<file path="src/rtl/posit_cmd_scheduler_if.sv">
// Command-path bundle between MMIO decoder, scheduler and posit FU.
// slave = scheduler side, master = MMIO/FU environment side.
interface posit_cmd_scheduler_if #(
    parameter int CMD_W = 64
);
    logic             cmd_wr_valid;
    logic [CMD_W-1:0] cmd_wr_data;
    logic             ctrl_wr_valid;
    logic [2:0]       ctrl_wr_data;
    logic             fu_req_valid;
    logic [CMD_W-1:0] fu_req_data;
    logic             fu_req_ready;
    logic             fu_done_valid;

    modport master (
        output cmd_wr_valid, cmd_wr_data, ctrl_wr_valid, ctrl_wr_data,
        output fu_req_ready, fu_done_valid,
        input  fu_req_valid, fu_req_data
    );

    modport slave (
        input  cmd_wr_valid, cmd_wr_data, ctrl_wr_valid, ctrl_wr_data,
        input  fu_req_ready, fu_done_valid,
        output fu_req_valid, fu_req_data
    );
endinterface

</file>
<file path="src/rtl/posit_cmd_scheduler.sv">
// Buffers MMIO posit commands and issues them to the FU with an in-flight cap.
// Latency: write -> fu_req_valid two cycles; backpressure holds the output register stable.
module posit_cmd_scheduler #(
    parameter int CMD_W        = 64,
    parameter int DEPTH        = 16,
    parameter int MAX_INFLIGHT = 8
) (
    input  logic                   clk,
    input  logic                   reset_n,
    posit_cmd_scheduler_if.slave   bus,
    output logic [$clog2(DEPTH):0] fifo_count,
    output logic [7:0]             inflight_count,
    output logic [1:0]             state,
    output logic                   idle,
    output logic                   overflow_err,
    output logic                   underflow_err,
    output logic [31:0]            issued_count,
    output logic [31:0]            retired_count
);
    localparam int PTR_W = $clog2(DEPTH);
    localparam int CNT_W = PTR_W + 1;

    typedef enum logic [1:0] {
        ST_STOPPED = 2'd0,
        ST_RUN     = 2'd1,
        ST_DRAIN   = 2'd2
    } st_e;

    st_e              st_q;
    logic [CMD_W-1:0] mem [DEPTH];
    logic [PTR_W-1:0] wr_ptr;
    logic [PTR_W-1:0] rd_ptr;
    logic             out_valid;
    logic [CMD_W-1:0] out_data;

    logic             hs;
    logic             done;
    logic             fifo_full;
    logic             fifo_empty;
    logic             enq;
    logic             load;
    logic [7:0]       inflight_eff;
    logic [8:0]       cap_sum;
    logic [7:0]       inflight_nxt;
    logic             out_valid_nxt;
    logic [CNT_W-1:0] fifo_count_nxt;
    logic             go;
    logic             halt;
    logic             clr_err;
    logic             clr_cnt;
    logic             drain_done;
    logic             stop_nxt;
    logic             idle_nxt;

    assign hs         = out_valid & bus.fu_req_ready;
    assign done       = bus.fu_done_valid;
    assign fifo_full  = (fifo_count == CNT_W'(DEPTH));
    assign fifo_empty = (fifo_count == '0);
    assign enq        = bus.cmd_wr_valid & ~fifo_full;

    assign go      = bus.ctrl_wr_valid &  bus.ctrl_wr_data[0];
    assign halt    = bus.ctrl_wr_valid & ~bus.ctrl_wr_data[0];
    assign clr_err = bus.ctrl_wr_valid &  bus.ctrl_wr_data[1];
    assign clr_cnt = bus.ctrl_wr_valid &  bus.ctrl_wr_data[2];

    // Headroom counts the output register as in flight; a retire this cycle frees a slot,
    // while a handshake only moves a command from the register into the FU.
    assign inflight_eff = (done && inflight_count != 8'd0) ? inflight_count - 8'd1 : inflight_count;
    assign cap_sum      = {1'b0, inflight_eff} + 9'(out_valid);

    assign load = (st_q == ST_RUN) & ~fifo_empty & (~out_valid | hs) &
                  (cap_sum < 9'(MAX_INFLIGHT));

    always_comb begin
        inflight_nxt = inflight_count;
        case ({hs, done})
            2'b10:   inflight_nxt = inflight_count + 8'd1;
            2'b01:   inflight_nxt = inflight_eff;
            default: inflight_nxt = inflight_count;
        endcase
    end

    assign out_valid_nxt  = load | (out_valid & ~hs);
    assign fifo_count_nxt = fifo_count + CNT_W'(enq) - CNT_W'(load);

    // Evaluated on next-cycle values so STOPPED shows the cycle after the last retire.
    assign drain_done = ~out_valid_nxt & (inflight_nxt == 8'd0);
    assign stop_nxt   = ((st_q == ST_STOPPED) & ~go) |
                        ((st_q == ST_DRAIN) & ~go & drain_done);
    assign idle_nxt   = stop_nxt & (fifo_count_nxt == '0) & ~out_valid_nxt &
                        (inflight_nxt == 8'd0);

    always_ff @(posedge clk) begin
        if (enq) begin
            mem[wr_ptr] <= bus.cmd_wr_data;
        end
    end

    always_ff @(posedge clk) begin
        if (!reset_n) begin
            wr_ptr         <= '0;
            rd_ptr         <= '0;
            fifo_count     <= '0;
            out_valid      <= 1'b0;
            out_data       <= '0;
            inflight_count <= 8'd0;
            overflow_err   <= 1'b0;
            underflow_err  <= 1'b0;
            issued_count   <= 32'd0;
            retired_count  <= 32'd0;
            idle           <= 1'b0;
        end else begin
            if (enq) begin
                wr_ptr <= wr_ptr + PTR_W'(1);
            end
            if (load) begin
                rd_ptr   <= rd_ptr + PTR_W'(1);
                out_data <= mem[rd_ptr];
            end
            fifo_count     <= fifo_count_nxt;
            out_valid      <= out_valid_nxt;
            inflight_count <= inflight_nxt;
            idle           <= idle_nxt;

            overflow_err  <= (bus.cmd_wr_valid & fifo_full) | (overflow_err & ~clr_err);
            underflow_err <= (done & (inflight_count == 8'd0)) | (underflow_err & ~clr_err);

            if (clr_cnt) begin
                issued_count  <= 32'd0;
                retired_count <= 32'd0;
            end else begin
                issued_count  <= issued_count + 32'(hs);
                retired_count <= retired_count + 32'(done);
            end
        end
    end

    always_ff @(posedge clk) begin
        if (!reset_n) begin
            st_q <= ST_STOPPED;
        end else begin
            case (st_q)
                ST_STOPPED: if (go) st_q <= ST_RUN;
                ST_RUN:     if (halt) st_q <= ST_DRAIN;
                ST_DRAIN: begin
                    if (go)              st_q <= ST_RUN;
                    else if (drain_done) st_q <= ST_STOPPED;
                end
                default:    st_q <= ST_STOPPED;
            endcase
        end
    end

    assign state            = st_q;
    assign bus.fu_req_valid = out_valid;
    assign bus.fu_req_data  = out_data;
endmodule

</file>
<file path="src/flat_wrapper.sv">
// flat-port wrapper written by rule: the top's interface ports become plain ports
module posit_cmd_scheduler_flat 
#(
    parameter int CMD_W        = 64,
    parameter int DEPTH        = 16,
    parameter int MAX_INFLIGHT = 8
)
  (clk, reset_n, fifo_count, inflight_count, state, idle, overflow_err, underflow_err, issued_count, retired_count, bus_cmd_wr_valid, bus_cmd_wr_data, bus_ctrl_wr_valid, bus_ctrl_wr_data, bus_fu_req_ready, bus_fu_done_valid, bus_fu_req_valid, bus_fu_req_data);
  posit_cmd_scheduler_if #(.CMD_W(CMD_W)) bus_i ();
  input  logic clk;
  input  logic reset_n;
  output logic [$clog2(DEPTH):0] fifo_count;
  output logic [7:0] inflight_count;
  output logic [1:0] state;
  output logic idle;
  output logic overflow_err;
  output logic underflow_err;
  output logic [31:0] issued_count;
  output logic [31:0] retired_count;
  input wire logic [$bits(bus_i.cmd_wr_valid)-1:0] bus_cmd_wr_valid;
  input wire logic [$bits(bus_i.cmd_wr_data)-1:0] bus_cmd_wr_data;
  input wire logic [$bits(bus_i.ctrl_wr_valid)-1:0] bus_ctrl_wr_valid;
  input wire logic [$bits(bus_i.ctrl_wr_data)-1:0] bus_ctrl_wr_data;
  input wire logic [$bits(bus_i.fu_req_ready)-1:0] bus_fu_req_ready;
  input wire logic [$bits(bus_i.fu_done_valid)-1:0] bus_fu_done_valid;
  output wire logic [$bits(bus_i.fu_req_valid)-1:0] bus_fu_req_valid;
  output wire logic [$bits(bus_i.fu_req_data)-1:0] bus_fu_req_data;
  assign bus_i.cmd_wr_valid = bus_cmd_wr_valid;
  assign bus_i.cmd_wr_data = bus_cmd_wr_data;
  assign bus_i.ctrl_wr_valid = bus_ctrl_wr_valid;
  assign bus_i.ctrl_wr_data = bus_ctrl_wr_data;
  assign bus_i.fu_req_ready = bus_fu_req_ready;
  assign bus_i.fu_done_valid = bus_fu_done_valid;
  assign bus_fu_req_valid = bus_i.fu_req_valid;
  assign bus_fu_req_data = bus_i.fu_req_data;
  posit_cmd_scheduler #(.CMD_W(CMD_W), .DEPTH(DEPTH), .MAX_INFLIGHT(MAX_INFLIGHT)) u_core (.clk(clk), .reset_n(reset_n), .bus(bus_i), .fifo_count(fifo_count), .inflight_count(inflight_count), .state(state), .idle(idle), .overflow_err(overflow_err), .underflow_err(underflow_err), .issued_count(issued_count), .retired_count(retired_count));
endmodule
</file>
<file path="config.mk">
export PLATFORM = sky130hd
export DESIGN_NAME = posit_cmd_scheduler_flat
export DESIGN_NICKNAME = d
export VERILOG_FILES = /design/src/rtl/posit_cmd_scheduler_if.sv /design/src/rtl/posit_cmd_scheduler.sv /design/src/flat_wrapper.sv
export SDC_FILE = /design/constraint.sdc
export NUM_CORES = 1
export LEC_CHECK = 0
export CAP_MARGIN = 30
export CORE_ASPECT_RATIO = 1.5
export CORE_MARGIN = 4
export CORE_UTILIZATION = 60
export CTS_BUF_LIST = sky130_fd_sc_hd__clkbuf_4 sky130_fd_sc_hd__clkbuf_8
export DETAILED_ROUTE_END_ITERATION = 7
export PLACE_DENSITY = 0.77
export SYNTH_ARGS = -nofsm -noshare
export SYNTH_HDL_FRONTEND = slang
export SYNTH_SLANG_ARGS = --single-unit
</file>
<file path="constraint.sdc">
create_clock -name clk -period 14.4 [get_ports clk]
set_input_delay 2.88 -clock clk [delete_from_list [all_inputs] [get_ports clk]]
set_output_delay 2.88 -clock clk [all_outputs]
set_load 0.02 [all_outputs]
</file>
; ---- Word-level counts from Yosys, hierarchy flattened
; Memory sizes are Yosys's and may differ from the RTL's. A register that Yosys moved wholly into a read port is not among the register bits.
; Cells that the tools add are included.
[totals]
reg_bits = 91
mem_bits_rw = 1024
inputBits = 73
out_inout_bits = 147
elab_cells = 84
memories = 1
[memory_table]
columns = name, depth, width, rd, rd_ports_with_merged_regs, write_ports, line
row1 = u_core.mem, 16, 64, 1, 1, 1, posit_cmd_scheduler.sv:30  ; logic [CMD_W-1:0] mem [DEPTH];
[op_classes]
addsub = 9
order_cmp = 1
n_eq_ne = 8
muxes = 9
bitwise = 35
reduce_logical = 10
[ops]
columns = op, n
row1 = adder 32 x 1 -> 32 bit, 2
row2 = bitwise AND 1 bit, 21
row3 = logical NOT 8 bit, 2
row4 = one-hot mux 8 bit (2 select lines), 1
row5 = logical NOT 5 bit, 2
row6 = adder 8 x 1 -> 9 bit, 1
row7 = < comparator 9 x 4 -> 1 bit (second input constant), 1
row8 = inverter 1 bit, 9
row9 = adder 4 x 1 -> 4 bit (second input constant), 2
row10 = adder 8 x 1 -> 8 bit (second input constant), 1
row11 = two-way mux 2 bit, 4
row12 = two-way mux 8 bit, 1
row13 = nonzero test 8 bit, 1
row14 = subtractor 8 x 1 -> 8 bit (second input constant), 1
row15 = one-hot mux 2 bit (3 select lines), 1
row16 = adder 5 x 1 -> 5 bit, 1
row17 = == test 5 bit (second input constant), 1
row18 = OR 1 bit, 5
row19 = subtractor 5 x 1 -> 5 bit, 1
row20 = == test 2 x 1 -> 1 bit (second input constant), 2
row21 = == test 2 bit (second input constant), 2
row22 = != test 2 x 1 -> 1 bit (second input constant), 2
row23 = != test 3 x 1 -> 1 bit (second input constant), 1
row24 = AND reduction 3 bit, 1
row25 = other kinds (5), 6

; ---- Logic depth before layout (Yosys ltp)
; Gate-level depths: netlist of run 1.
[depth]
ltp_word = 14
depth_mapped = 20
ltp_nobuf = 18

; ---- Worst setup path after synthesis of run 1
; OpenSTA, ideal clock, no wires.
[synth_path]
path_kind = input-to-reg
from = input port bus_cmd_wr_valid
to = memory u_core.mem[3][0] (enable)
setup_time_ps = 565
arrival_time_ps = 7799
required_time_ps = 13835
slack_ps = 6037
stages = 4
n_path_buf = 1
cell_sequence = nor2b_1 > clkbuf_1 > nand2_1 > nor3_1
[synth_between]
elab_chain_len = 3
[synth_rtl]
columns = element, line
row1 = from (decl), flat_wrapper.sv:20  ; input wire logic [$bits(bus_i.cmd_wr_valid)-1:0] bus_cmd_wr_valid;
row2 = bitwise AND 1 bit, posit_cmd_scheduler.sv:59  ; assign enq = bus.cmd_wr_valid & ~fifo_full;
row3 = net u_core.enq, posit_cmd_scheduler.sv:40  ; logic enq;
row4 = two-way mux 1 bit, posit_cmd_scheduler.sv:94  ; if (enq) begin
row5 = two-way mux 1 bit (not written as such), posit_cmd_scheduler.sv:95  ; mem[wr_ptr] <= bus.cmd_wr_data;
row6 = to (decl), posit_cmd_scheduler.sv:30
; The timed path passes the listed nets, and every way through them passes these cells.

; ---- Worst setup path in the final report of run 1
[layout_path]
from = input port bus_fu_done_valid
to = register u_core.idle
[layout_between]
elab_chain_len = 13
word_cells_on_any_way = 19
classes_between = add/sub (2) / order compare (1) / eq/ne (2) / mux (2) / bitwise (9) / reduce/logical (3)
[layout_rtl]
columns = element, line
row1 = from (decl), flat_wrapper.sv:25  ; input wire logic [$bits(bus_i.fu_done_valid)-1:0] bus_fu_done_valid;
row2 = logical AND 1 bit (*), posit_cmd_scheduler.sv:68  ; assign inflight_eff = (done && inflight_count != 8'd0) ? inflight_count - 8'd1 : inflight_count;
row3 = two-way mux 8 bit (*), posit_cmd_scheduler.sv:68
row4 = adder 8 x 1 -> 9 bit (*), posit_cmd_scheduler.sv:69  ; assign cap_sum = {1'b0, inflight_eff} + 9'(out_valid);
row5 = < comparator 9 x 4 -> 1 bit (*), posit_cmd_scheduler.sv:72  ; (cap_sum < 9'(MAX_INFLIGHT));
row6 = bitwise AND 1 bit (*), posit_cmd_scheduler.sv:71  ; assign load = (st_q == ST_RUN) & ~fifo_empty & (~out_valid | hs) &
row7 = net u_core.load, posit_cmd_scheduler.sv:41  ; logic load;
row8 = branches (longest 6 deep; another with subtractor 5 x 1 -> 5 bit), n/a
row9 = bitwise AND 1 bit (*) (2 in series), posit_cmd_scheduler.sv:90  ; assign idle_nxt = stop_nxt & (fifo_count_nxt == '0) & ~out_valid_nxt &
row10 = to (signal assigned), posit_cmd_scheduler.sv:123  ; idle <= idle_nxt;
row11 = to (decl), posit_cmd_scheduler.sv:14  ; output logic idle,
; Mark *: on every way through the listed nets, which the timed path passes.
; A chain may end at the register's enable or synchronous reset.

==> qor.csv, run 1 <==
metric,value,unit
place.gp.congestion,0.8646,
setup_tns,0,ns
synth_top_area_share,67.70,%
cts_tree,yes,
clk_latency,0.82,ns
drt-initial-drc-count,2762,
cp-startpoint,bus_fu_done_valid,
fillCellCount,4611,
status,"complete, no violations",
final_nets,2673,
yosys.area_share.adder,0.5950,%
first_global_vias,24530,
cts_setup_buffers,0,
clock.fmax,147.3,MHz
ir_drop,0.00009907,V
htreeDepth,4,
syn_to_final_growth,15.22,%
synth_mux_area_share,15.94,%
p_per_area,150.9,nW/um^2
grt_first_pass_wirelength,154600,um
hold_viol_final,0,
finalSetupViolCount,0,
antenna_found_initial,8,
final_util,69.69,%
die_height,345.0,um
syn_nets,2376,
drcViolationCount,0,
endpoint_kind,flop,
max_slew_margin,32.38,%
min_path_type,flop to flop,
io_buffers,219,
ios,220,
fin_crit,6.787,ns
design.core.area,75100,sq um
synth_warnings,0,
cts_resized,0,
yosysTopAreaCell,edfxtp_1,
cts_hold_buf,0,
dr.pass1.iters,6,
fin_skew,0.04093,ns
mostFrequentLayoutCells,"edfxtp_1, mux4_2, clkdlybuf4s50_1",
drive_above_1_share,25.12,%
syn_area_per_cell,19.90,sq um
r2r_end,u_core.idle,
clkTransAtPathRegs,0.06,ns
cts_made_buffers,163,
clock_path_buffers,3,
synth_xor_xnor_area_share,1.118,%
ys_top_cells_by_area,"edfxtp_1, mux4_2, dfxtp_1",
max_cap_violations,0,
crit_fanout,71,
routed_wl,104000,um
initial_core_util,60.48,%
via_per_inst,6.395,
synth_top_flop_cell,edfxtp_1,
synth_async_sr_flop_share,0,%
final_common_cell,edfxtp_1,
synth_top_family_by_area,multiplexers,
path_class,primary input to flop,
period_share,47.13,%
ff2ff_setup_slack,9.76,ns
synthCells,2282,
die_x,232.7,um
yosysSeqAreaShare,74.53,%
rsz0062_at_grt,false,
synthesis.area,45420,sq um
required,15.10,ns
worstSetupEndpoint,u_core.idle,
arrival,7.49,ns
clockRootBuffer,clkbuf_8,
vias,23797,
rows,123,
grt_max_degree,112,
reg2regPathDepth,19,
rr_startpoint,u_core.inflight_count[0],
ys_types,60,
worst_pin_slew,1.014,ns
grt_usage,26.25,%
start_kind,primary input,
synth_edf_count,1024,
grt_overflow,0,
final_cells,3721,
cts.sinks,1179,
final-max-slew-violation-count,0,
hold-worst-slack,0.4772,ns
synth-compound-area-share,2.534,%
dpl.hpwl,54680,um
die_area,80260,sq um
wl_per_cell,27.94,um
dp_cells,3412,
synth_seq_cells,1179,
synth-simple-area-share,3.895,%
antenna_left,0,
cellLeakagePower,16.17,nW
-- through the flow --
step	area, sq um	total power, mW	setup WS (ns)
finish	52340	7.895	7.613
global route	52330	8.186	7.430
CTS	52270	7.951	7.773
detailed placement	48830	5.317	6.924
global placement	48760	5.267	7.072
floorplan	45420	4.874	6.037
-- state kept, by name (all words and copies together) (netlist names) --
signal,count
u_core.bus.fu_req_data,64
u_core.bus.fu_req_valid,1
u_core.fifo_count,5
u_core.idle,1
u_core.inflight_count,8
u_core.issued_count,32
u_core.mem,1024
u_core.overflow_err,1
u_core.rd_ptr,4
u_core.retired_count,32
u_core.state,2
u_core.underflow_err,1
u_core.wr_ptr,4
-- area by class of cell --
class                      count  area, sq um  share of cell area [%]
antenna                        6        15.01                 0.02869
multi-input combinational    952        11070                   21.15
clock inverter                66        540.5                   1.033
clock buffer                 235         2890                   5.523
inverter                      20        76.32                  0.1458
sequential                  1179        33870                   64.71
tap                         1000         1251                   2.391
timing repair buffer         263         2628                   5.021
-- power by group --
part	switching [mW]	internal [mW]	total (mW)	leakage [nW]
Clock	1.22	1.44	2.66	1.80
Sequential	0.0902	3.86	3.95	10.5
Combinational	0.690	0.596	1.29	3.86
-- cell usage after synthesis, drive strengths merged, types with 10 or more instances --
cell,count
a21oi,87
and2,15
and3,15
buf,44
clkbuf,87
dfxtp,155
edfxtp,1024
ha,20
inv,20
mux4,320
nand2,39
nand2b,10
nand3,94
nand4,17
nor2,87
nor3,19
o21ai,85
or3,11
xnor2,22
xor2,36
-- critical path, stage by stage --
cell	delay [ns]
clkdlybuf4s50_1	0.84
or4b_4	0.57
nor2_1	0.22
a21boi_0	0.21
nand3_4	0.12
buf_4	0.71
nor2_1	0.15
ha_1	0.31
inv_1	0.06
ha_1	0.16
inv_1	0.07
fa_1	0.42
inv_1	0.07
a21oi_1	0.06
o21bai_1	0.16
xnor2_1	0.16
nand4_1	0.12
nor4_1	0.16
-- cells by family after synthesis --
group,count (synthesis)
AOI/OAI and AO/OA,206
xor gates and xnor gates,58
adders and majority gates,21
buffers and inverters,151
DFF,1179
muxes,323
and+or+nand+nor,344
-- routing by layer --
| layer | GRT usage (%) | vias up | part of all wire, % |
|---|---|---|---|
| li1 | - | 9957 | - |
| met1 | 34.70 | 12362 | 37 |
| met2 | 44.51 | 1274 | 52 |
| met3 | 5.545 | 198 | 8.8 |
| met4 | 8.360 | 6 | 2.6 |
| met5 | 0 | - | 0.036 |
-- how the worst min path moves through the flow --
stage	from	to	slack (ns)	depth (start not counted)
3_3_place_gp	u_core.bus.fu_req_data[14]	u_core.bus.fu_req_data[14]	0.46	2
6_report	u_core.bus.fu_req_data[15]	u_core.bus.fu_req_data[15]	0.48	2
3_5_place_dp	u_core.bus.fu_req_data[15]	u_core.bus.fu_req_data[15]	0.47	2
5_1_grt	u_core.bus.fu_req_data[32]	u_core.bus.fu_req_data[32]	0.50	2
4_1_cts	u_core.bus.fu_req_data[15]	u_core.bus.fu_req_data[15]	0.48	2
2_1_floorplan	u_core.wr_ptr[1]	u_core.wr_ptr[1]	0.53	2
Note: power is estimated with default switching activity, not from simulation.
==> run 2, diff against run 1 <==
- clock period: 14.4 -> 6.4 ns (I/O delays scaled with it)
==> qor.csv, run 2 (same netlist as run 1, synthesis figures left out) <==
metric,value,unit,change
p_sw,4.496,mW,was 1.996 mW
power_frac_comb,16.3,%,about the same
die_area,80260,sq um,unchanged
max_slew_margin,33.21,%,was 32.38%
rsz0062_at_grt,false,,unchanged
required,7.11,ns,was 15.10 ns
clock.fmax,223.9,MHz,
grt_overflow,0,,unchanged
routed_wl,103700,um,was 104000 um
seqPwrFrac,50.2,%,was 50.0%
dr.pass1.iters,7,,was 6
power.internal,13.20,mW,was 5.899 mW
vias,23835,,was 23797
setup_tns,0,ns,unchanged
initial_core_util,60.48,%,unchanged
rr_startpoint,u_core.inflight_count[0],,unchanged
wl_per_cell,27.84,um,was 27.94 um
fillCellCount,4608,,was 4611
grt_max_degree,124,,was 112
grt_first_pass_wirelength,154000,um,was 154600 um
arrival,5.17,ns,was 7.49 ns
switching_share,25.41,%,was 25.29%
place.gp.congestion,0.9003,,was 0.8646
clkTransAtPathRegs,0.07,ns,was 0.06 ns
die_height,345.0,um,unchanged
antenna_found_initial,7,,was 8
htreeDepth,4,,unchanged
drt-initial-drc-count,2731,,was 2762
mostFrequentLayoutCells,"edfxtp_1, mux4_2, clkdlybuf4s50_1",,unchanged
via_per_inst,6.397,,was 6.395
largest_reg_flops,1024,,unchanged
max_cap_violations,0,,unchanged
fin_crit,4.466,ns,
min_path_type,flop to flop,,unchanged
final_common_cell,edfxtp_1,,unchanged
path_class,primary input to flop,,unchanged
worst_pin_slew,1.002,ns,was 1.014 ns
start_kind,primary input,,unchanged
status,"complete, no violations",,unchanged
cts_hold_buf,0,,unchanged
cts_resized,0,,unchanged
p_clk_share,33.5,%,was 33.7%
design.core.area,75100,sq um,unchanged
clock_path_buffers,3,,unchanged
syn_to_final_growth,15.45,%,was 15.22%
crit_chain,"clkdlybuf4s50_1, or4b_4, o31a_1, nor3_2, nand2_2, nor2_1, ha_1, inv_1, ha_1, inv_1, fa_1, inv_1, a21oi_1, o21bai_1, xnor2_1, nand4_1, nor4_1",,"was clkdlybuf4s50_1, or4b_4, nor2_1, a21boi_0, nand3_4, buf_4, nor2_1, ha_1, inv_1, ha_1, inv_1, fa_1, inv_1, a21oi_1, o21bai_1, xnor2_1, nand4_1, nor4_1"
finalSetupViolCount,0,,unchanged
rows,123,,unchanged
max_stage_delay,0.80,ns,was 0.84 ns
endpoint_kind,flop,,unchanged
final-max-slew-violation-count,0,,unchanged
path_common_cell,inv_1,,unchanged
crit_fanout,17,,was 71
clockRootBuffer,clkbuf_8,,unchanged
clk_latency,0.81,ns,was 0.82 ns
cpMaxStageDelayCell,clkdlybuf4s50_1,,unchanged
cts_made_buffers,165,,was 163
io_buffers,219,,unchanged
cellLeakagePower,16.17,nW,about the same
dpl.hpwl,54140,um,was 54680 um
post_dp_cell_area,49010,sq um,was 48830 sq um
ir_drop,0.0001756,V,was 0.00009907 V
hold_viol_final,0,,unchanged
antenna_left,0,,unchanged
final_nets,2677,,was 2673
cts.sinks,1179,,unchanged
cp-startpoint,bus_fu_done_valid,,unchanged
drcViolationCount,0,,unchanged
cts_tree,yes,,unchanged
fin_skew,0.02133,ns,was 0.04093 ns
period_share,69.78,%,
cts_setup_buffers,0,,unchanged
grt_usage,26.19,%,was 26.25%
die_x,232.7,um,unchanged
regMostFlops,u_core.mem,,unchanged
final_area,52440,sq um,was 52340 sq um
min_from,u_core.bus.fu_req_data[33],,was u_core.bus.fu_req_data[15]
p_per_area,337.4,nW/um^2,was 150.9 nW/um^2
first_global_vias,24426,,was 24530
drive_above_1_share,25.17,%,was 25.12%
ios,220,,unchanged
==> run 2: cell count changes in the layout (fill, tap and decap cells not counted), sizes merged <==
cell,change
buf,+2
bufinv,-4
clkbuf,+3
clkinv,+5
clkinvlp,+1
diode,-1
inv,-1
==> run 2: final cells by class <==
class	instances	area [sq um]	share of cell area, %
sequential	1179	33870	64.58
inverter	20	76.32	0.1455
multi-input combinational	952	11090	21.15
antenna	5	12.51	0.02386
clock buffer	238	2982	5.686
tap	1000	1251	2.386
timing repair buffer	265	2720	5.187
clock inverter	67	440.4	0.8398
==> run 2: metal layers <==
metal | up-vias | GRT usage (%) | part of all wire, %
met5 | - | 0 | 0.052
met4 | 6 | 7.264 | 2.2
met3 | 194 | 6.254 | 9.3
met2 | 1275 | 43.40 | 51
met1 | 12397 | 35.60 | 37
li1 | 9963 | - | -
==> run 2: power groups by stage <==
stage	Combinational (mW)	Clock (mW)	Sequential (mW)
6_report	2.89	5.92	8.88
5_1_grt	3.11	6.38	8.90
4_1_cts	2.92	6.03	8.88
3_5_place_dp	2.91	0	9.04
3_3_place_gp	2.86	0	9.02
2_1_floorplan	1.87	0	9.08
==> run 2: path summary, 6_finish.rpt <==
kind / slack, ns / cells after the start / endpoint
worst max-delay path: 1.93 / 17 / u_core.idle
worst min-delay path: 0.47 / 2 / u_core.bus.fu_req_data[33]
worst max register to register: 2.32 / 18 / u_core.idle
worst min register to register: 0.47 / 2 / u_core.bus.fu_req_data[33]
==> run 2: worst max-delay path: cells and delay by family <==
kind,cells,cell delay [ns]
AND/OR/NAND/NOR,6,1.33
buffers and inverters,4,1.02
XOR/XNOR,1,0.16
AO/OA/AOI/OAI,3,0.52
adder cells (fa/ha/maj),3,0.85
==> run 2: stage by stage <==
step                cells  total power [mW]  utilization (%)  hold slack [ns]  setup slack, ns
floorplan            2282             10.95                -           0.5337            1.353
global placement     3414             11.88            65.19           0.4583            1.267
detailed placement   3416             11.95            65.25           0.4659            1.146
CTS                  3721             17.83            69.81           0.4738            2.030
global route         3722             18.38            69.81           0.4993            1.779
finish               3726             17.69            69.83           0.4749            1.934
